[src/rtl/voice_pitch_resampler_if.sv]
// Read-side bus between the voice-change sample FIFO and its consumer.
// master: the resampler (issues pops); slave: the FIFO.
interface voice_pitch_resampler_if #(
  parameter int DATA_WIDTH  = 16,
  parameter int LEVEL_WIDTH = 12
) ();
  logic                   fifo_rd_en;
  logic [DATA_WIDTH-1:0]  fifo_rd_data;
  logic                   fifo_empty;
  logic [LEVEL_WIDTH-1:0] fifo_level;

  modport master (
    output fifo_rd_en,
    input  fifo_rd_data,
    input  fifo_empty,
    input  fifo_level
  );

  modport slave (
    input  fifo_rd_en,
    output fifo_rd_data,
    output fifo_empty,
    output fifo_level
  );
endinterface

[src/rtl/voice_pitch_resampler.sv]
// Pitch resampler: pops PCM from the sample FIFO and emits one linearly interpolated sample per sample_req.
// Build option: define VOICE_PITCH_ROUND_EN to round the interpolation product half up instead of flooring.
module voice_pitch_resampler #(
  parameter int DATA_WIDTH  = 16,
  parameter int FRAC_WIDTH  = 8,
  parameter int STEP_WIDTH  = 10,
  parameter int LEVEL_WIDTH = 12,
  parameter int START_LEVEL = 256
) (
  input  logic                         clk,
  input  logic                         rst_n,
  input  logic [STEP_WIDTH-1:0]        step_i,
  input  logic                         sample_req_i,
  voice_pitch_resampler_if.master      fifo,
  output logic signed [DATA_WIDTH-1:0] dout_o,
  output logic                         dout_valid_o,
  output logic                         underflow_o,
  output logic                         overrun_o
);

  localparam int PW = DATA_WIDTH + FRAC_WIDTH + 2;
  localparam int AW = FRAC_WIDTH + 2;
  localparam logic signed [PW-1:0] SAT_MAX = {{(PW-DATA_WIDTH+1){1'b0}}, {(DATA_WIDTH-1){1'b1}}};
  localparam logic signed [PW-1:0] SAT_MIN = {{(PW-DATA_WIDTH+1){1'b1}}, {(DATA_WIDTH-1){1'b0}}};

  typedef enum logic [2:0] {
    ST_IDLE   = 3'd0,
    ST_PRIME0 = 3'd1,
    ST_PRIME1 = 3'd2,
    ST_RUN    = 3'd3,
    ST_CALC   = 3'd4,
    ST_ADV_RD = 3'd5,
    ST_ADV_WT = 3'd6
  } state_e;

  state_e                         state_q, state_d;
  logic signed [DATA_WIDTH-1:0]   s0_q, s0_d, s1_q, s1_d;
  logic        [FRAC_WIDTH-1:0]   phase_q, phase_d;
  logic        [1:0]              n_q, n_d;
  logic        [STEP_WIDTH-1:0]   step_q, step_d;
  logic                           wait_q, wait_d;
  logic                           sil_q, sil_d;
  logic signed [DATA_WIDTH-1:0]   dout_q, dout_d;
  logic                           dout_valid_q, dout_valid_d;
  logic                           underflow_q, underflow_d;
  logic                           overrun_q, overrun_d;
  logic                           rd_en_s;

  logic signed [DATA_WIDTH:0]     diff_s;
  logic signed [FRAC_WIDTH:0]     phase_s;
  logic signed [PW-1:0]           prod_s, prod_rnd_s, prod_sh_s, y_wide_s;
  logic signed [DATA_WIDTH-1:0]   y_s;
  logic        [AW-1:0]           acc_s;

  function automatic logic signed [DATA_WIDTH-1:0] sat_f(input logic signed [PW-1:0] v);
    logic signed [DATA_WIDTH-1:0] r;
    if (v > SAT_MAX) begin
      r = SAT_MAX[DATA_WIDTH-1:0];
    end else if (v < SAT_MIN) begin
      r = SAT_MIN[DATA_WIDTH-1:0];
    end else begin
      r = v[DATA_WIDTH-1:0];
    end
    return r;
  endfunction

  // Interpolation datapath: y = s0 + ((s1 - s0) * phase) >>> FRAC_WIDTH
  assign diff_s  = {s1_q[DATA_WIDTH-1], s1_q} - {s0_q[DATA_WIDTH-1], s0_q};
  assign phase_s = {1'b0, phase_q};
  assign prod_s  = PW'(diff_s) * PW'(phase_s);
`ifdef VOICE_PITCH_ROUND_EN
  localparam logic signed [PW-1:0] RND = {{(PW-1){1'b0}}, 1'b1} << (FRAC_WIDTH - 1);
  assign prod_rnd_s = prod_s + RND;
`else
  assign prod_rnd_s = prod_s;
`endif
  assign prod_sh_s = prod_rnd_s >>> FRAC_WIDTH;
  assign y_wide_s  = PW'(s0_q) + prod_sh_s;
  assign y_s       = sat_f(y_wide_s);
  assign acc_s     = AW'(phase_q) + AW'(step_q);

  assign fifo.fifo_rd_en = rd_en_s;
  assign dout_o          = dout_q;
  assign dout_valid_o    = dout_valid_q;
  assign underflow_o     = underflow_q;
  assign overrun_o       = overrun_q;

  // Next-state, pop control and output computation
  always_comb begin
    state_d      = state_q;
    s0_d         = s0_q;
    s1_d         = s1_q;
    phase_d      = phase_q;
    n_d          = n_q;
    step_d       = step_q;
    wait_d       = wait_q;
    sil_d        = 1'b0;
    dout_d       = dout_q;
    dout_valid_d = 1'b0;
    underflow_d  = 1'b0;
    overrun_d    = 1'b0;
    rd_en_s      = 1'b0;

    // A request accepted in IDLE answers with silence on the same two-cycle latency as RUN.
    if (sil_q) begin
      dout_d       = '0;
      dout_valid_d = 1'b1;
    end else begin
      dout_valid_d = 1'b0;
    end

    case (state_q)
      ST_IDLE: begin
        sil_d = sample_req_i;
        if (fifo.fifo_level >= LEVEL_WIDTH'(START_LEVEL)) begin
          state_d = ST_PRIME0;
          phase_d = '0;
          wait_d  = 1'b0;
        end else begin
          state_d = ST_IDLE;
        end
      end
      ST_PRIME0, ST_PRIME1: begin
        overrun_d = sample_req_i;
        if (wait_q) begin
          wait_d = 1'b0;
          if (state_q == ST_PRIME0) begin
            s0_d    = fifo.fifo_rd_data;
            state_d = ST_PRIME1;
          end else begin
            s1_d    = fifo.fifo_rd_data;
            state_d = ST_RUN;
          end
        end else if (fifo.fifo_empty) begin
          underflow_d = 1'b1;
          s0_d        = '0;
          s1_d        = '0;
          phase_d     = '0;
          n_d         = 2'd0;
          state_d     = ST_IDLE;
        end else begin
          rd_en_s = 1'b1;
          wait_d  = 1'b1;
        end
      end
      ST_RUN: begin
        if (sample_req_i) begin
          step_d  = step_i;
          state_d = ST_CALC;
        end else begin
          state_d = ST_RUN;
        end
      end
      ST_CALC: begin
        overrun_d    = sample_req_i;
        dout_d       = y_s;
        dout_valid_d = 1'b1;
        phase_d      = acc_s[FRAC_WIDTH-1:0];
        n_d          = acc_s[FRAC_WIDTH+1:FRAC_WIDTH];
        if (acc_s[FRAC_WIDTH+1:FRAC_WIDTH] == 2'd0) begin
          state_d = ST_RUN;
        end else begin
          state_d = ST_ADV_RD;
        end
      end
      ST_ADV_RD: begin
        overrun_d = sample_req_i;
        if (fifo.fifo_empty) begin
          underflow_d = 1'b1;
          s0_d        = '0;
          s1_d        = '0;
          phase_d     = '0;
          n_d         = 2'd0;
          state_d     = ST_IDLE;
        end else begin
          rd_en_s = 1'b1;
          state_d = ST_ADV_WT;
        end
      end
      ST_ADV_WT: begin
        overrun_d = sample_req_i;
        s0_d      = s1_q;
        s1_d      = fifo.fifo_rd_data;
        n_d       = n_q - 2'd1;
        if (n_q > 2'd1) begin
          state_d = ST_ADV_RD;
        end else begin
          state_d = ST_RUN;
        end
      end
      default: begin
        state_d = ST_IDLE;
      end
    endcase
  end

  // State and datapath registers
  always_ff @(posedge clk or negedge rst_n) begin
    if (!rst_n) begin
      state_q      <= ST_IDLE;
      s0_q         <= '0;
      s1_q         <= '0;
      phase_q      <= '0;
      n_q          <= 2'd0;
      step_q       <= '0;
      wait_q       <= 1'b0;
      sil_q        <= 1'b0;
      dout_q       <= '0;
      dout_valid_q <= 1'b0;
      underflow_q  <= 1'b0;
      overrun_q    <= 1'b0;
    end else begin
      state_q      <= state_d;
      s0_q         <= s0_d;
      s1_q         <= s1_d;
      phase_q      <= phase_d;
      n_q          <= n_d;
      step_q       <= step_d;
      wait_q       <= wait_d;
      sil_q        <= sil_d;
      dout_q       <= dout_d;
      dout_valid_q <= dout_valid_d;
      underflow_q  <= underflow_d;
      overrun_q    <= overrun_d;
    end
  end

endmodule
[src/flat_wrapper.sv]
// flat-port wrapper written by rule: the top's interface ports become plain ports
module voice_pitch_resampler_flat 
#(
  parameter int DATA_WIDTH  = 16,
  parameter int FRAC_WIDTH  = 8,
  parameter int STEP_WIDTH  = 10,
  parameter int LEVEL_WIDTH = 12,
  parameter int START_LEVEL = 256
)
  (clk, rst_n, step_i, sample_req_i, dout_o, dout_valid_o, underflow_o, overrun_o, fifo_fifo_rd_en, fifo_fifo_rd_data, fifo_fifo_empty, fifo_fifo_level);
  voice_pitch_resampler_if #(.DATA_WIDTH(DATA_WIDTH), .LEVEL_WIDTH(LEVEL_WIDTH)) fifo_i ();
  input  logic clk;
  input  logic rst_n;
  input  logic [STEP_WIDTH-1:0] step_i;
  input  logic sample_req_i;
  output logic signed [DATA_WIDTH-1:0] dout_o;
  output logic dout_valid_o;
  output logic underflow_o;
  output logic overrun_o;
  output wire logic [$bits(fifo_i.fifo_rd_en)-1:0] fifo_fifo_rd_en;
  input wire logic [$bits(fifo_i.fifo_rd_data)-1:0] fifo_fifo_rd_data;
  input wire logic [$bits(fifo_i.fifo_empty)-1:0] fifo_fifo_empty;
  input wire logic [$bits(fifo_i.fifo_level)-1:0] fifo_fifo_level;
  assign fifo_fifo_rd_en = fifo_i.fifo_rd_en;
  assign fifo_i.fifo_rd_data = fifo_fifo_rd_data;
  assign fifo_i.fifo_empty = fifo_fifo_empty;
  assign fifo_i.fifo_level = fifo_fifo_level;
  voice_pitch_resampler #(.DATA_WIDTH(DATA_WIDTH), .FRAC_WIDTH(FRAC_WIDTH), .STEP_WIDTH(STEP_WIDTH), .LEVEL_WIDTH(LEVEL_WIDTH), .START_LEVEL(START_LEVEL)) u_core (.clk(clk), .rst_n(rst_n), .step_i(step_i), .sample_req_i(sample_req_i), .fifo(fifo_i), .dout_o(dout_o), .dout_valid_o(dout_valid_o), .underflow_o(underflow_o), .overrun_o(overrun_o));
endmodule
[config.mk]
export PLATFORM = sky130hd
export DESIGN_NAME = voice_pitch_resampler_flat
export DESIGN_NICKNAME = d
export VERILOG_FILES = /design/src/rtl/voice_pitch_resampler_if.sv /design/src/rtl/voice_pitch_resampler.sv /design/src/flat_wrapper.sv
export SDC_FILE = /design/constraint.sdc
export NUM_CORES = 1
export LEC_CHECK = 0
export ABC_AREA = 1
export CORE_ASPECT_RATIO = 1.2
export CORE_MARGIN = 4
export CORE_UTILIZATION = 60
export DETAILED_ROUTE_END_ITERATION = 10
export GPL_ROUTABILITY_DRIVEN = 0
export PLACE_DENSITY = 0.82
export SLEW_MARGIN = 20
export SYNTH_ARGS = -nofsm -noshare
export SYNTH_HDL_FRONTEND = slang
export SYNTH_SLANG_ARGS = --single-unit
[constraint.sdc]
create_clock -name clk -period 8.8 [get_ports clk]
set_clock_uncertainty 0.15 [all_clocks]
set_input_delay 0.88 -clock clk [delete_from_list [all_inputs] [get_ports clk]]
set_output_delay 0.88 -clock clk [all_outputs]
set_load 0.05 [all_outputs]
==> results of run 1 <==
[through the flow]
step,hold WS [ns],area [um2]
CTS,0.331,11300
floorplan,0.316,10300
global route,0.347,11300
global placement,0.311,11000
detailed placement,0.315,11000
finish,0.324,11300
[layout make-up]
| type | count | area [um2] | area share, % |
|---|---|---|---|
| Multi-Input combinational cell | 986 | 7240 | 63.9 |
| Sequential cell | 76 | 1900 | 16.8 |
| Inverter | 276 | 1040 | 9.15 |
| Timing Repair Buffer | 55 | 543 | 4.79 |
| Tap cell | 216 | 270 | 2.39 |
| Clock buffer | 10 | 239 | 2.11 |
| Clock inverter | 6 | 93.8 | 0.829 |
[power breakdown]
| part | switching (mW) | internal [mW] |
|---|---|---|
| Clock | 0.165 | 0.259 |
| Sequential | 0.116 | 0.457 |
| Combinational | 2.24 | 1.15 |
[sequential cells by signal, summed over array words and instances (netlist names)]
name / count
u_core.dout_o: 16
u_core.dout_valid_o: 1
u_core.n_q: 2
u_core.overrun_o: 1
u_core.phase_q: 8
u_core.s0_q: 16
u_core.s1_q: 16
u_core.sil_q: 1
u_core.state_q: 3
u_core.step_q: 10
u_core.underflow_o: 1
u_core.wait_q: 1
[cells by family after synthesis]
logic type / share of synthesized area, %
flip-flops: 18.5
AND/OR/NAND/NOR: 21.4
multiplexers: 0.984
buffers and inverters: 11.4
adder cells (fa/ha/maj): 32.6
XOR/XNOR: 4.08
AO/OA/AOI/OAI: 11.1
[worst max-delay path: cells and delay by family, from the launching register on]
kind                     cells  cell delay [ns]
buffers and inverters        4             0.25
XOR/XNOR                     2             0.40
adder cells (fa/ha/maj)      7             3.14
AND/OR/NAND/NOR             15             1.86
flip-flops                   1             0.45
AO/OA/AOI/OAI                8             1.72
[layer usage]
layer  part of all wire [%]  wire length (um)
met5                      0                 0
met4                    4.8              1190
met3                    5.2              1300
met2                     50             12400
met1                     40              9970
[cell usage in the layout (no fill, tap or decap), drive strengths merged, types with 3 or more instances in the layout]
cell type and count:
a21o 4, a21oi 69, a22oi 16, a31oi 4, buf 3, clkbuf 10
clkdlybuf4s50 52, clkinv 3, dfrtp 76, fa 109, ha 94, inv 276
mux2 9, nand2 309, nand3 47, nand4 6, nor2 125, nor3 11
nor4 5, o211ai 4, o21ai 69, o21bai 5, o22ai 18, or2 24
xnor2 21, xor2 27
[worst paths after layout]
check | slack [ns] | depth (start not counted) | endpoint | start
max | 0.70 | 36 | u_core.dout_o[0]$_DFFE_PN0P_ | u_core.s0_q[8]$_DFFE_PN0P_
min | 0.32 | 2 | u_core.dout_o[2]$_DFFE_PN0P_ | u_core.dout_o[2]$_DFFE_PN0P_
max reg2reg | 0.70 | 36 | u_core.dout_o[0]$_DFFE_PN0P_ | u_core.s0_q[8]$_DFFE_PN0P_
min reg2reg | 0.32 | 2 | u_core.dout_o[2]$_DFFE_PN0P_ | u_core.dout_o[2]$_DFFE_PN0P_
max in group asynchronous | 7.35 | 1 | u_core.step_q[7]$_DFFE_PN0P_ | rst_n
min in group asynchronous | 0.52 | 1 | u_core.s0_q[1]$_DFFE_PN0P_ | rst_n
[what timing repair did]
| action | in CTS | in global routing |
|---|---|---|
| gates resized for setup | 0 | 1 |
| endpoints found under the hold margin | 0 | 0 |
| endpoints found under the setup margin | 0 | 4 |
==> flow_metrics.py, run 1 <==
metrics = {
    "synth": {
        "yosysMostFrequentCell": "nand2_1",
        "ys.flop_type": "dfrtp_1",
        "syn_area_um2": 10300,
        "yosysSeqAreaShare_pct": 18.5,
        "synth.distinct_cells": 48,
        "synth.area.top_cells": "fa_1 21%, dfrtp_1 18%, ha_1 11%",
        "avgSynthCellArea_um2": 7.56,
        "synth_common_cells": "300 x nand2_1, 271 x inv_1, 119 x nor2_1, 109 x fa_1, 94 x ha_1",
        "synth.ff_latch_count": 76,
        "netlist.area_leader.share_pct": 21.2,
        "ys.warnings.count": 0,
        "async_reset_ff_share_pct": 100,
        "yosysTopAreaCell": "fa_1",
        "syn_inst": 1363,
        "synth_edf_count": 0,
        "synth.net_count": 1608,
    },
    "critical_path": {
        "cp.arrival_ns": 8.20,
        "start_kind": "flop",
        "crit_type": "reg2reg",
        "cp_common_cell": "nand2_1",
        "required_ns": 8.90,
        "crit_fanout": 15,
        "critPathCaptureType": "flop",
        "cpPeakStageDelay_ns": 0.53,
        "slowest_stage": "fa_1",
    },
    "power_and_ir_drop": {
        "worst_ir_drop_vdd_v": 0.000204,
        "total_power_mw": 4.39,
        "p_per_area_nw_per_um2": 387,
        "p_leak_nw": 6.24,
    },
    "floorplanning": {
        "rows": 52,
        "die_height_um": 152,
        "pin_count": 62,
        "fp.dieW_um": 128,
        "core_area_um2": 16900,
        "initial_core_util_pct": 61.2,
        "dieArea_um2": 19300,
    },
    "finish": {
        "nFillCells": 1401,
        "finalNetCount": 1649,
        "final_util_pct": 67.2,
        "drive_gt1_share_pct": 5.54,
        "area_growth_pct": 9.91,
        "stdcell_count": 1625,
        "diodes": 0,
    },
    "placed_design": {
        "dp_cells": 1609,
        "place_ws_ns": 0.751,
        "io_buffers": 53,
        "dp_hpwl_um": 20100,
    },
    "sta": {
        "period_share_pct": 92.1,
        "hold_viol_final": 0,
        "rsz0062_at_grt": "no",
        "relSlewSlack_pct": 23.5,
        "period_minus_slack_ns": 8.10,
        "finalMaxSlewViolations": 0,
        "fin_tns_setup_ns": 0,
        "setup_viol": 0,
        "max_freq_ghz": 0.123,
        "finalWorstSetupSlack_ns": 0.698,
        "tightest_slew_ns": 1.14,
    },
    "global_routing": {
        "grt_most_used_layer": "met2",
        "first_global_vias": 9273,
        "grt_pass1_wl_um": 42300,
        "overflow": 0,
        "use_met3_pct": 4.70,
        "grt_use_met1_pct": 31.5,
        "grtUsageMet2_pct": 48.3,
        "grtUsageTotal_pct": 27.1,
        "grt_max_degree": 77,
        "antenna_found_initial": 0,
    },
    "clock_tree": {
        "ctsRootBufferMaster": "clkbuf_16",
        "cts_made_buffers": 9,
        "cts_buffer_depth": 2,
        "clock_sink_count": 76,
        "clk_latency_ns": 0.36,
        "cts_tree": "yes",
        "cts_max_level": 3,
        "hold_buffers": 0,
        "path_clk_slew_ns": 0.06,
        "cts_setup_buffers": 0,
    },
    "flow_run": {
        "drv_cap": 0,
    },
    "detailed_routing": {
        "ant_nets": 0,
        "wl_per_cell_um": 15.3,
        "vias_per_cell": 5.58,
        "drc": 0,
        "wl_um": 24800,
        "dr.pass1.iters": 5,
        "vias": 9073,
        "drt_iter0_markers": 547,
    },
    "min_path": {
        "min_path_type": "reg2reg",
    },
    "status": {
        "status": "complete, no violations",
    },
}
Power figures use the tool's default switching activity.
==> run 2, diff against run 1 <==
--- a/config.mk
+++ b/config.mk
@@ -11,7 +11,7 @@
 export CORE_UTILIZATION = 60
 export DETAILED_ROUTE_END_ITERATION = 10
 export GPL_ROUTABILITY_DRIVEN = 0
-export PLACE_DENSITY = 0.82
+export PLACE_DENSITY = 0.8
 export SLEW_MARGIN = 20
 export SYNTH_ARGS = -nofsm -noshare
 export SYNTH_HDL_FRONTEND = slang
==> run 2 against run 1 <==
  * First-iteration DRC count increased by 4.4%
  * Design area decreased by 0.29%
  * Combinational power decreased by 2%
  * Sequential cell count unchanged
==> flow_metrics.py, run 2 (synthesized netlist as in run 1, its figures left out) <==
metrics = {
    "status": {
        "status": "complete, no violations",
    },
    "power_and_ir_drop": {
        "swShare_pct": 57.4,
        "p_per_area_nw_per_um2": 381,
        "power.switching_mw": 2.47,
        "seq_power_share_pct": 13.3,
        "p_int_mw": 1.83,
        "worst_ir_drop_vdd_v": 0.000196,
        "power_frac_comb_pct": 77.3,
        "clock_power_share_pct": 9.4,
        "p_leak_nw": 6.22,
    },
    "floorplanning": {
        "die_height_um": 152,
        "initial_core_util_pct": 61.2,
        "core_area_um2": 16900,
        "dieArea_um2": 19300,
        "fp.dieW_um": 128,
        "pin_count": 62,
        "rows": 52,
    },
    "critical_path": {
        "reg2reg_setup_slack_ns": 0.66,
        "slowest_stage": "fa_1",
        "crit_type": "reg2reg",
        "rr_startpoint": "u_core.s0_q[8]$_DFFE_PN0P_",
        "critPathCaptureType": "flop",
        "cp.arrival_ns": 8.22,
        "required_ns": 8.88,
        "cpPeakStageDelay_ns": 0.53,
        "r2r_cells": 36,
        "crit_fanout": 15,
        "cp_common_cell": "nand2_1",
        "start_kind": "flop",
        "r2r-end": "u_core.dout_o[0]$_DFFE_PN0P_",
    },
    "sta": {
        "max_freq_ghz": 0.123,
        "finalMaxSlewViolations": 0,
        "tightest_slew_ns": 1.10,
        "fin_tns_setup_ns": 0,
        "hold_slack_ns": 0.322,
        "finalWorstSetupSlack_ns": 0.661,
        "period_minus_slack_ns": 8.14,
        "relSlewSlack_pct": 26.5,
        "setup_viol": 0,
        "hold_viol_final": 0,
        "rsz0062_at_grt": "no",
        "period_share_pct": 92.5,
    },
    "placed_design": {
        "dp_hpwl_um": 20000,
        "dp_cells": 1608,
        "place_ws_ns": 0.732,
        "io_buffers": 53,
    },
    "clock_tree": {
        "clk_latency_ns": 0.35,
        "cts_max_level": 3,
        "ctsRootBufferMaster": "clkbuf_16",
        "ctsResizeCount": 0,
        "cts_tree": "yes",
        "cts_buffer_depth": 2,
        "clock_sink_count": 76,
        "cts_made_buffers": 9,
        "hold_buffers": 0,
        "cts_setup_buffers": 0,
        "path_clk_slew_ns": 0.06,
    },
    "global_routing": {
        "grt_most_used_layer": "met2",
        "use_met3_pct": 4.38,
        "overflow": 0,
        "grtUsageMet2_pct": 47.7,
        "grt_pass1_wl_um": 42300,
        "first_global_vias": 9097,
        "grt_max_degree": 77,
        "grt_use_met1_pct": 32.1,
        "grtUsageTotal_pct": 27.0,
        "antenna_found_initial": 0,
    },
    "detailed_routing": {
        "wl_per_cell_um": 15.1,
        "ant_nets": 0,
        "dr.pass1.iters": 6,
        "vias_per_cell": 5.49,
        "wl_um": 24500,
        "drc": 0,
        "drt_iter0_markers": 571,
        "vias": 8922,
    },
    "finish": {
        "mostFrequentLayoutCells": "300 x nand2_1, 271 x inv_1, 118 x nor2_1, 109 x fa_1, 94 x ha_1",
        "finalNetCount": 1648,
        "diodes": 0,
        "final_common_cell": "nand2_1",
        "area_growth_pct": 9.59,
        "drive_gt1_share_pct": 5.26,
        "stdcell_count": 1624,
    },
    "min_path": {
        "min_path_type": "reg2reg",
        "min_path_cells": 2,
        "hold_end": "u_core.dout_o[9]$_DFFE_PN0P_",
        "hp-start": "u_core.dout_o[9]$_DFFE_PN0P_",
    },
    "flow_run": {
        "drv_cap": 0,
    },
}
## run 2: cell type report
class | instances | area (um2)
timing repair buffer | 54 | 536
multi-input combinational | 986 | 7230
clock buffer | 10 | 229
inverter | 276 | 1040
tap | 216 | 270
fill | 1439 | 5560
clock inverter | 6 | 88.8
sequential | 76 | 1900
## run 2: worst max path at each step
stage                                     to                        from  slack, ns
2_1_floorplan  u_core.dout_o[10]$_DFFE_PN0P_  u_core.s1_q[0]$_DFFE_PN0P_       1.75
3_3_place_gp    u_core.dout_o[2]$_DFFE_PN0P_  u_core.s0_q[8]$_DFFE_PN0P_       0.86
3_5_place_dp    u_core.dout_o[0]$_DFFE_PN0P_  u_core.s0_q[0]$_DFFE_PN0P_       0.73
4_1_cts         u_core.dout_o[0]$_DFFE_PN0P_  u_core.s0_q[0]$_DFFE_PN0P_       0.68
5_1_grt         u_core.dout_o[0]$_DFFE_PN0P_  u_core.s0_q[0]$_DFFE_PN0P_       0.05
6_report        u_core.dout_o[0]$_DFFE_PN0P_  u_core.s0_q[8]$_DFFE_PN0P_       0.66
## run 2: worst max-delay path: cells and delay by family, from the launching register on
kind | cells | cell delay, ns
simple gates | 16 | 1.97
flops | 1 | 0.46
fa+ha+maj | 7 | 3.06
compound gates | 6 | 1.56
xor+xnor | 2 | 0.53
buf+inv | 5 | 0.28
## run 2: routing by layer
layer | up-vias | wire length, um | part of all wire (%)
met1 | 4198 | 9880 | 40
met3 | 76 | 1280 | 5.2
met2 | 300 | 12100 | 49
met5 | - | 0 | 0
met4 | 0 | 1260 | 5.1
li1 | 4348 | - | -
## run 2: per-stage QoR
step / instance area (um2) / util (%) / total power [mW]
final: 11300 / 67.0 / 4.31
after global placement: 11000 / 65.1 / 3.77
after CTS: 11300 / 67.0 / 4.29
after floorplan: 10300 / - / 3.15
after global routing: 11300 / 67.0 / 4.79
after detailed placement: 11000 / 65.1 / 3.85
## run 2: power by group through the flow
stage	clock, mW	combinational [mW]	sequential (mW)
floorplan	0	2.56	0.592
global placement	0	3.20	0.573
detailed placement	0	3.28	0.577
CTS	0.407	3.31	0.572
global route	0.420	3.78	0.583
finish	0.403	3.33	0.574
==> run 3, diff against run 2 <==
--- a/config.mk
+++ b/config.mk
@@ -12,7 +12,6 @@
 export DETAILED_ROUTE_END_ITERATION = 10
 export GPL_ROUTABILITY_DRIVEN = 0
 export PLACE_DENSITY = 0.8
-export SLEW_MARGIN = 20
 export SYNTH_ARGS = -nofsm -noshare
 export SYNTH_HDL_FRONTEND = slang
 export SYNTH_SLANG_ARGS = --single-unit
==> run 3 against run 2 <==
  * Power is essentially flat
  * Highest routed layer unchanged
  * Largest power group unchanged
  * Combinational power about the same
  * Critical path type unchanged
  * Routed wire length is essentially flat
==> flow_metrics.py, run 3 (synthesized netlist as in run 1, its figures left out) <==
metrics = {
    "clock_tree": {
        "ctsResizeCount": 0,
        "cts_setup_buffers": 0,
        "path_clk_slew_ns": 0.06,
        "hold_buffers": 0,
        "cts_max_level": 3,
        "ctsRootBufferMaster": "clkbuf_16",
        "cts_made_buffers": 9,
        "clk_latency_ns": 0.35,
        "clock_sink_count": 76,
        "cts_buffer_depth": 2,
        "cts_tree": "yes",
    },
    "sta": {
        "max_freq_ghz": 0.123,
        "hold_viol_final": 0,
        "period_share_pct": 92.5,
        "fin_tns_setup_ns": 0,
        "relSlewSlack_pct": 18.8,
        "finalWorstSetupSlack_ns": 0.658,
        "rsz0062_at_grt": "no",
        "period_minus_slack_ns": 8.14,
        "finalMaxSlewViolations": 0,
        "setup_viol": 0,
        "tightest_slew_ns": 1.21,
    },
    "critical_path": {
        "r2r_cells": 36,
        "reg2reg_setup_slack_ns": 0.66,
        "cp.arrival_ns": 8.22,
        "path_delay_family": "adder cells",
        "start_kind": "flop",
        "rr_startpoint": "u_core.s0_q[8]$_DFFE_PN0P_",
        "cp_common_cell": "nand2_1",
        "crit_fanout": 15,
        "slowest_stage": "fa_1",
        "required_ns": 8.88,
        "r2r-end": "u_core.dout_o[0]$_DFFE_PN0P_",
        "cpPeakStageDelay_ns": 0.53,
        "critPathCaptureType": "flop",
        "crit_type": "reg2reg",
        "path_buf_inv": 5,
    },
    "floorplanning": {
        "dieArea_um2": 19300,
        "core_area_um2": 16900,
        "die_height_um": 152,
        "initial_core_util_pct": 61.2,
        "pin_count": 62,
        "fp.dieW_um": 128,
        "rows": 52,
    },
    "detailed_routing": {
        "drt_iter0_markers": 569,
        "dr.pass1.iters": 5,
        "vias": 8918,
        "drc": 0,
        "ant_nets": 0,
        "wl_per_cell_um": 15.1,
        "wl_um": 24600,
        "vias_per_cell": 5.49,
    },
    "finish": {
        "nFillCells": 1440,
        "finalInstanceArea_um2": 11300,
        "mostFrequentLayoutCells": "300 x nand2_1, 271 x inv_1, 119 x nor2_1, 109 x fa_1, 94 x ha_1",
        "stdcell_count": 1624,
        "drive_gt1_share_pct": 5.18,
        "diodes": 0,
        "finalNetCount": 1648,
        "area_growth_pct": 9.57,
        "final_common_cell": "nand2_1",
    },
    "min_path": {
        "min_path_cells": 2,
        "hold_end": "u_core.dout_o[9]$_DFFE_PN0P_",
        "hp-start": "u_core.dout_o[9]$_DFFE_PN0P_",
        "min_path_type": "reg2reg",
    },
    "placed_design": {
        "dp_cells": 1608,
        "io_buffers": 53,
        "placed_cell_area_um2": 11000,
        "dp_hpwl_um": 20000,
        "place_ws_ns": 0.732,
    },
    "global_routing": {
        "grt_max_degree": 77,
        "grtUsageTotal_pct": 27.0,
        "grt_pass1_wl_um": 42300,
        "overflow": 0,
        "first_global_vias": 9097,
        "antenna_found_initial": 0,
    },
    "flow_run": {
        "drv_cap": 0,
    },
    "power_and_ir_drop": {
        "worst_ir_drop_vdd_v": 0.000195,
        "p_per_area_nw_per_um2": 381,
        "p_leak_nw": 6.22,
    },
    "status": {
        "status": "complete, no violations",
    },
}
-- run 3: where the power goes --
part           internal [mW]  switching (mW)
clock network          0.248           0.154
registers              0.457           0.117
logic                   1.13            2.20
total                   1.83            2.47
-- run 3: final cells by class --
| cell class | instances | area [um2] | share of cell area, % |
|---|---|---|---|
| Clock inverter | 6 | 88.8 | 0.787 |
| Timing Repair Buffer | 54 | 536 | 4.74 |
| Tap cell | 216 | 270 | 2.39 |
| Clock buffer | 10 | 229 | 2.03 |
| Inverter | 276 | 1040 | 9.18 |
| Multi-Input combinational cell | 986 | 7230 | 64.0 |
| Sequential cell | 76 | 1900 | 16.8 |
-- run 3: worst register-to-register path, delay by kind of cell, from the launching register on --
family                     cells  cell delay (ns)
xor gates and xnor gates       2             0.53
AOI/OAI and AO/OA              6             1.56
buffers and inverters          5             0.28
adders and majority gates      7             3.06
and+or+nand+nor               16             1.97
DFF                            1             0.46
-- run 3: worst max-delay path by stage --
stage / from / to / slack (ns) / depth (start not counted)
2_1_floorplan: u_core.s1_q[0]$_DFFE_PN0P_ / u_core.dout_o[10]$_DFFE_PN0P_ / 1.75 / 42
3_3_place_gp: u_core.s0_q[8]$_DFFE_PN0P_ / u_core.dout_o[2]$_DFFE_PN0P_ / 0.86 / 36
3_5_place_dp: u_core.s0_q[0]$_DFFE_PN0P_ / u_core.dout_o[0]$_DFFE_PN0P_ / 0.73 / 40
4_1_cts: u_core.s0_q[0]$_DFFE_PN0P_ / u_core.dout_o[0]$_DFFE_PN0P_ / 0.68 / 40
5_1_grt: u_core.s0_q[0]$_DFFE_PN0P_ / u_core.dout_o[0]$_DFFE_PN0P_ / 0.05 / 35
6_report: u_core.s0_q[8]$_DFFE_PN0P_ / u_core.dout_o[0]$_DFFE_PN0P_ / 0.66 / 36
-- run 3: stage by stage --
stage,util (%),power (mW),hold slack [ns]
after floorplan,-,3.15,0.316
after global placement,65.1,3.77,0.312
after detailed placement,65.1,3.85,0.314
after CTS,67.0,4.29,0.330
after global routing,67.0,4.79,0.351
final,67.0,4.31,0.322
-- run 3: routing by layer --
layer / vias to the layer above / GRT usage, % / wire (um)
met5: - / 0 / 0
met4: 0 / 12.9 / 1260
met3: 74 / 4.38 / 1320
met2: 303 / 47.7 / 12100
met1: 4196 / 32.1 / 9860
li1: 4345 / - / -
==> RTL edit 1 (config.mk and constraints of run 2) <==
Build with the macro `VOICE_PITCH_ROUND_EN` defined.
--- a/src/rtl/voice_pitch_resampler.sv
+++ b/src/rtl/voice_pitch_resampler.sv
@@ -2,2 +2,4 @@
 // Build option: define VOICE_PITCH_ROUND_EN to round the interpolation product half up instead of flooring.
+`define VOICE_PITCH_ROUND_EN
+
 module voice_pitch_resampler #(
Formal check against the unedited RTL: not equivalent (Yosys sat finds a counterexample within 10 cycles, from zero or initial values and one cycle with rst_n low).
==> RTL edit 1 against run 2 <==
  * Synthesized cell count increased by 0.29%
  * Final area increased by 2.0%
  * Worst hold slack improved by 0.00073 ns
  * Power decreased by 7.3%
  * Worst setup slack got worse by 0.11 ns
  * Sequential cell count unchanged
  * Clock power decreased by 14%
  * Sequential power decreased by 3%
  * First-iteration DRC count increased by 21%
  * Area after synthesis increased by 1.5%
  * Routed wire length increased by 8.6%
==> RTL edit 1: results (changes against run 2) <==
The measured slew at the worst slew-check pin is 1.010 ns (was 1.097 ns). Largest cells by area after synthesis: fa_1, dfrtp_1, ha_1 (unchanged). First-pass iteration count of the detailed router: 5 (was 6).

The run gives 1,630 (was 1,608) as the synthesized net count. The number of gates resized after cts was 0 (unchanged). The slack of the worst reg-to-reg path was 0.55 ns (was 0.66 ns); the total global-route track usage was 0.2851 (was 0.2700). The number of distinct standard cells referenced by the synthesized netlist is 47 (was 48). The logs give 0.1818 (was 0.1846) for the post-synthesis sequential area ratio and 1,427 (was 1,439) for the final-layout fill cell count.

For the via count of the first global-routing pass, the log shows 9,441 (was 9,097). The proportion of power drawn by the clock network was 0.087 (was 0.094). The run gives 268.9 uV (was 195.7 uV) as the peak supply drop. The endpoint of the worst hold-timing path is u_core.dout_o[10]$_DFFE_PN0P_ (was u_core.dout_o[9]$_DFFE_PN0P_). The wire length per cell works out to 16.27 um (was 15.11 um).

HPWL reported at the end of detailed placement: 21.47 mm (was 20.04 mm). The origin of the worst setup path is u_core.s0_q[1]$_DFFE_PN0P_ (was u_core.s0_q[8]$_DFFE_PN0P_). Top cell types by occurrence after synthesis: nand2_1, inv_1, ha_1, nor2_1, fa_1 (was nand2_1, inv_1, nor2_1). The biggest cell delay along the critical path was 0.57 ns (was 0.53 ns). The wire length of the first global-routing pass is 45.07 mm (was 42.33 mm). The startpoint of the worst hold path is u_core.dout_o[10]$_DFFE_PN0P_ (was u_core.dout_o[9]$_DFFE_PN0P_). The maximum fanout along the worst path was 14 (was 15).

The tools report the hold slack as 0.3232 ns (was 0.3225 ns). Number of violations reported at the end of detailed-routing iteration 0: 691 (was 571). The flow ran to the end, and the final reports show no timing, DRC or antenna violations. The number of levels the H-tree was split into is 3 (unchanged). The total number of nets in the final design is 1,680 (was 1,648), and the share of layout cells above drive strength 1 is 0.05771 (was 0.05256).

Routed via count: 9,181 (was 8,922). The logs give 0.01121 sq mm (was 0.01097 sq mm) for the placed standard-cell area and 0.006476 uW (was 0.006217 uW) for the static power due to leakage. The arrival time reported for the critical path endpoint was 8.32 ns (was 8.22 ns). The internal power was 1732 uW (was 1835 uW). The tools report the capturing point of the worst reg2reg path as u_core.dout_o[7]$_DFFE_PN0P_ (was u_core.dout_o[0]$_DFFE_PN0P_).
## RTL edit 1: worst register-to-register path, delay by kind of cell (launching register included)
family / cells / cell delay (ns)
AO/OA/AOI/OAI: 8 / 1.64
AND/OR/NAND/NOR: 12 / 1.26
XOR/XNOR: 2 / 0.74
adder cells (fa/ha/maj): 8 / 3.30
flip-flops: 1 / 0.48
buffers and inverters: 4 / 0.55
## RTL edit 1: kinds of logic (layout without fill, tap and decap cells)
family                   count (synthesis)  count (layout)  synth area share
XOR/XNOR                                51              51           0.04271
flip-flops                              76              76            0.1818
AND/OR/NAND/NOR                        560             560            0.2230
buffers and inverters                  261             315           0.09678
AO/OA/AOI/OAI                          198             198            0.1123
adder cells (fa/ha/maj)                221             221            0.3433
## RTL edit 1: metal layers
| layer | global-route usage | wire [um] | vias to the layer above |
|---|---|---|---|
| met5 | 0 | 0 | - |
| met4 | 0.1441 | 1430 | 0 |
| met3 | 0.04173 | 1377 | 99 |
| met2 | 0.4894 | 13240 | 279 |
| met1 | 0.3456 | 10590 | 4371 |
| li1 | - | - | 4432 |
## RTL edit 1: stage by stage
stage / utilization / power (uW) / instances / worst slack, ns
finish: 0.6782 / 3990 / 1637 / 0.5490
floorplan: - / 2743 / 1367 / 1.559
global route: 0.6782 / 4374 / 1637 / 0.01533
detailed placement: 0.6601 / 3538 / 1621 / 0.6326
global placement: 0.6601 / 3475 / 1621 / 0.7163
CTS: 0.6765 / 3912 / 1636 / 0.5796
## RTL edit 1: area by class of cell
class | count | area, sq um | share of cell area
tap | 216 | 270.3 | 0.02347
clock inverter | 3 | 22.52 | 0.001955
sequential | 76 | 1902 | 0.1651
inverter | 235 | 882.1 | 0.07659
multi-input combinational | 1030 | 7553 | 0.6558
clock buffer | 12 | 256.5 | 0.02227
timing repair buffer | 65 | 630.6 | 0.05475
==> RTL edit 2 (settings of run 2) <==
Made on the original files. Register the output `underflow_o` once more, without a reset; this adds one clock of latency there. The other outputs are not delayed to match.
--- a/src/rtl/voice_pitch_resampler.sv
+++ b/src/rtl/voice_pitch_resampler.sv
@@ -84,3 +84,5 @@
   assign dout_valid_o    = dout_valid_q;
-  assign underflow_o     = underflow_q;
+  always_ff @(posedge clk) begin
+    underflow_o <= underflow_q;
+  end
   assign overrun_o       = overrun_q;
Formal check against the unedited RTL: not equivalent (a bounded check fails within 4 cycles, from zero or initial values and one cycle with rst_n low).
==> RTL edit 2 against run 2 <==
  * Sequential power shrank 2%
  * Area after synthesis grew 2.4%
  * Worst setup slack gained 0.17 ns
  * Final area grew 2.0%
  * Sequential cell count grew 1
  * Power grew 1.0%
  * Routed wire length grew 8.4%
  * Core utilization grew 0.59 points
  * Sequential share of layout area shrank 0.16 points
  * Highest routed layer unchanged
==> RTL edit 2: results (changes against run 2) <==
For the placed standard-cell area, the log shows 0.01122 sq mm (was 0.01097 sq mm). The capturing point of the worst reg2reg path is u_core.dout_o[9]$_DFFE_PN0P_ (was u_core.dout_o[0]$_DFFE_PN0P_). The arrival time reported for the critical path endpoint came out at 8.05 ns (was 8.22 ns). The worst slack at placement is 0.9457 ns (was 0.7324 ns), and the post-synthesis instance total is 1,390 (was 1,363). The total global-route track usage was 0.2812 (was 0.2700); the biggest cell delay along the critical path was 0.57 ns (was 0.53 ns).

Largest cells by area after synthesis: fa_1, dfrtp_1, ha_1 (unchanged). The tools report the internal power as 1812 uW (was 1835 uW). The startpoint of the worst hold path is u_core.underflow_q$_DFF_PN0_ (was u_core.dout_o[9]$_DFFE_PN0P_). The total wire length is 26.58 mm (was 24.53 mm), and the HPWL reported at the end of detailed placement is 21.66 mm (was 20.04 mm). The tools report the slack of the worst reg-to-reg path as 0.83 ns (was 0.66 ns).

Reg-to-reg startpoint: u_core.s1_q[4]$_DFFE_PN0P_ (was u_core.s0_q[8]$_DFFE_PN0P_). The worst hold path cell count is 0 (was 2), and the final standard cell count with taps included and fillers excluded is 1,650 (was 1,624). Top cell types by occurrence after synthesis: nand2_1, inv_1, nor2_1 (unchanged). Share of layout cells above drive strength 1: 0.07601 (was 0.05256). The run finished with clean final reports.

The tools report the number of violations reported at the end of detailed-routing iteration 0 as 779 (was 571). The peak supply drop was 208.0 uV (was 195.7 uV); the post-synthesis sequential area ratio was 0.1821 (was 0.1846). Cell depth of the worst flop-to-flop path: 39 (was 36). The worst max-slew margin expressed relative to the limit is 0.3404 (was 0.2654). The per-cell via count in the routed design was 5.735 (was 5.494).

The final-layout fill cell count was 1,453 (was 1,439). The tools report the wire length of the first global-routing pass as 45.33 mm (was 42.33 mm).
## RTL edit 2: power groups by stage
stage / combinational, uW / clock [uW] / sequential (uW)
after floorplan: 2570 / 0 / 588
after global placement: 3280 / 0 / 564
after detailed placement: 3350 / 0 / 568
after CTS: 3380 / 381 / 562
after global routing: 3820 / 395 / 578
final: 3410 / 377 / 565
## RTL edit 2: area by class of cell
cell class / count / area (sq um) / share of cell area
clock buffers: 10 / 239.0 / 0.02074
clock inverters: 6 / 61.31 / 0.005320
repair buffers: 54 / 535.5 / 0.04647
multi-input cells: 1022 / 7502 / 0.6510
well taps: 216 / 270.3 / 0.02345
inverters: 265 / 994.7 / 0.08631
flip-flops and latches: 77 / 1922 / 0.1668
## RTL edit 2: routing by layer
metal,global-route usage,up-vias,share of wire
met2,0.4837,363,0.49
met5,0,-,0
met4,0.1436,0,0.058
met1,0.3391,4505,0.40
li1,-,4487,-
met3,0.04014,108,0.055
## RTL edit 2: how the worst max path moves through the flow
| stage | start | to | slack (ns) | depth (start not counted) |
|---|---|---|---|---|
| after floorplan | u_core.s1_q[0]$_DFFE_PN0P_ | u_core.dout_o[10]$_DFFE_PN0P_ | 1.84 | 35 |
| after global placement | u_core.s0_q[0]$_DFFE_PN0P_ | u_core.dout_o[0]$_DFFE_PN0P_ | 1.05 | 36 |
| after detailed placement | u_core.s0_q[0]$_DFFE_PN0P_ | u_core.dout_o[0]$_DFFE_PN0P_ | 0.95 | 33 |
| after CTS | u_core.s0_q[0]$_DFFE_PN0P_ | u_core.dout_o[9]$_DFFE_PN0P_ | 0.92 | 33 |
| after global routing | u_core.s0_q[0]$_DFFE_PN0P_ | u_core.dout_o[12]$_DFFE_PN0P_ | 0.27 | 37 |
| final | u_core.s1_q[4]$_DFFE_PN0P_ | u_core.dout_o[9]$_DFFE_PN0P_ | 0.83 | 39 |
## RTL edit 2: worst reg2reg max path: cells and delay by family (launching register included)
family / cells / cell delay, ns
adders and majority gates: 7 / 3.25
and+or+nand+nor: 24 / 3.02
buffers and inverters: 7 / 0.71
DFF: 1 / 0.41
AOI/OAI and AO/OA: 1 / 0.35
## RTL edit 2: kinds of logic after synthesis
| kind of cell | share of synthesized area |
|---|---|
| multiplexers | 0.01067 |
| adder cells (fa/ha/maj) | 0.3182 |
| flip-flops | 0.1821 |
| AO/OA/AOI/OAI | 0.1146 |
| XOR/XNOR | 0.03485 |
| buffers and inverters | 0.1074 |
| AND/OR/NAND/NOR | 0.2322 |
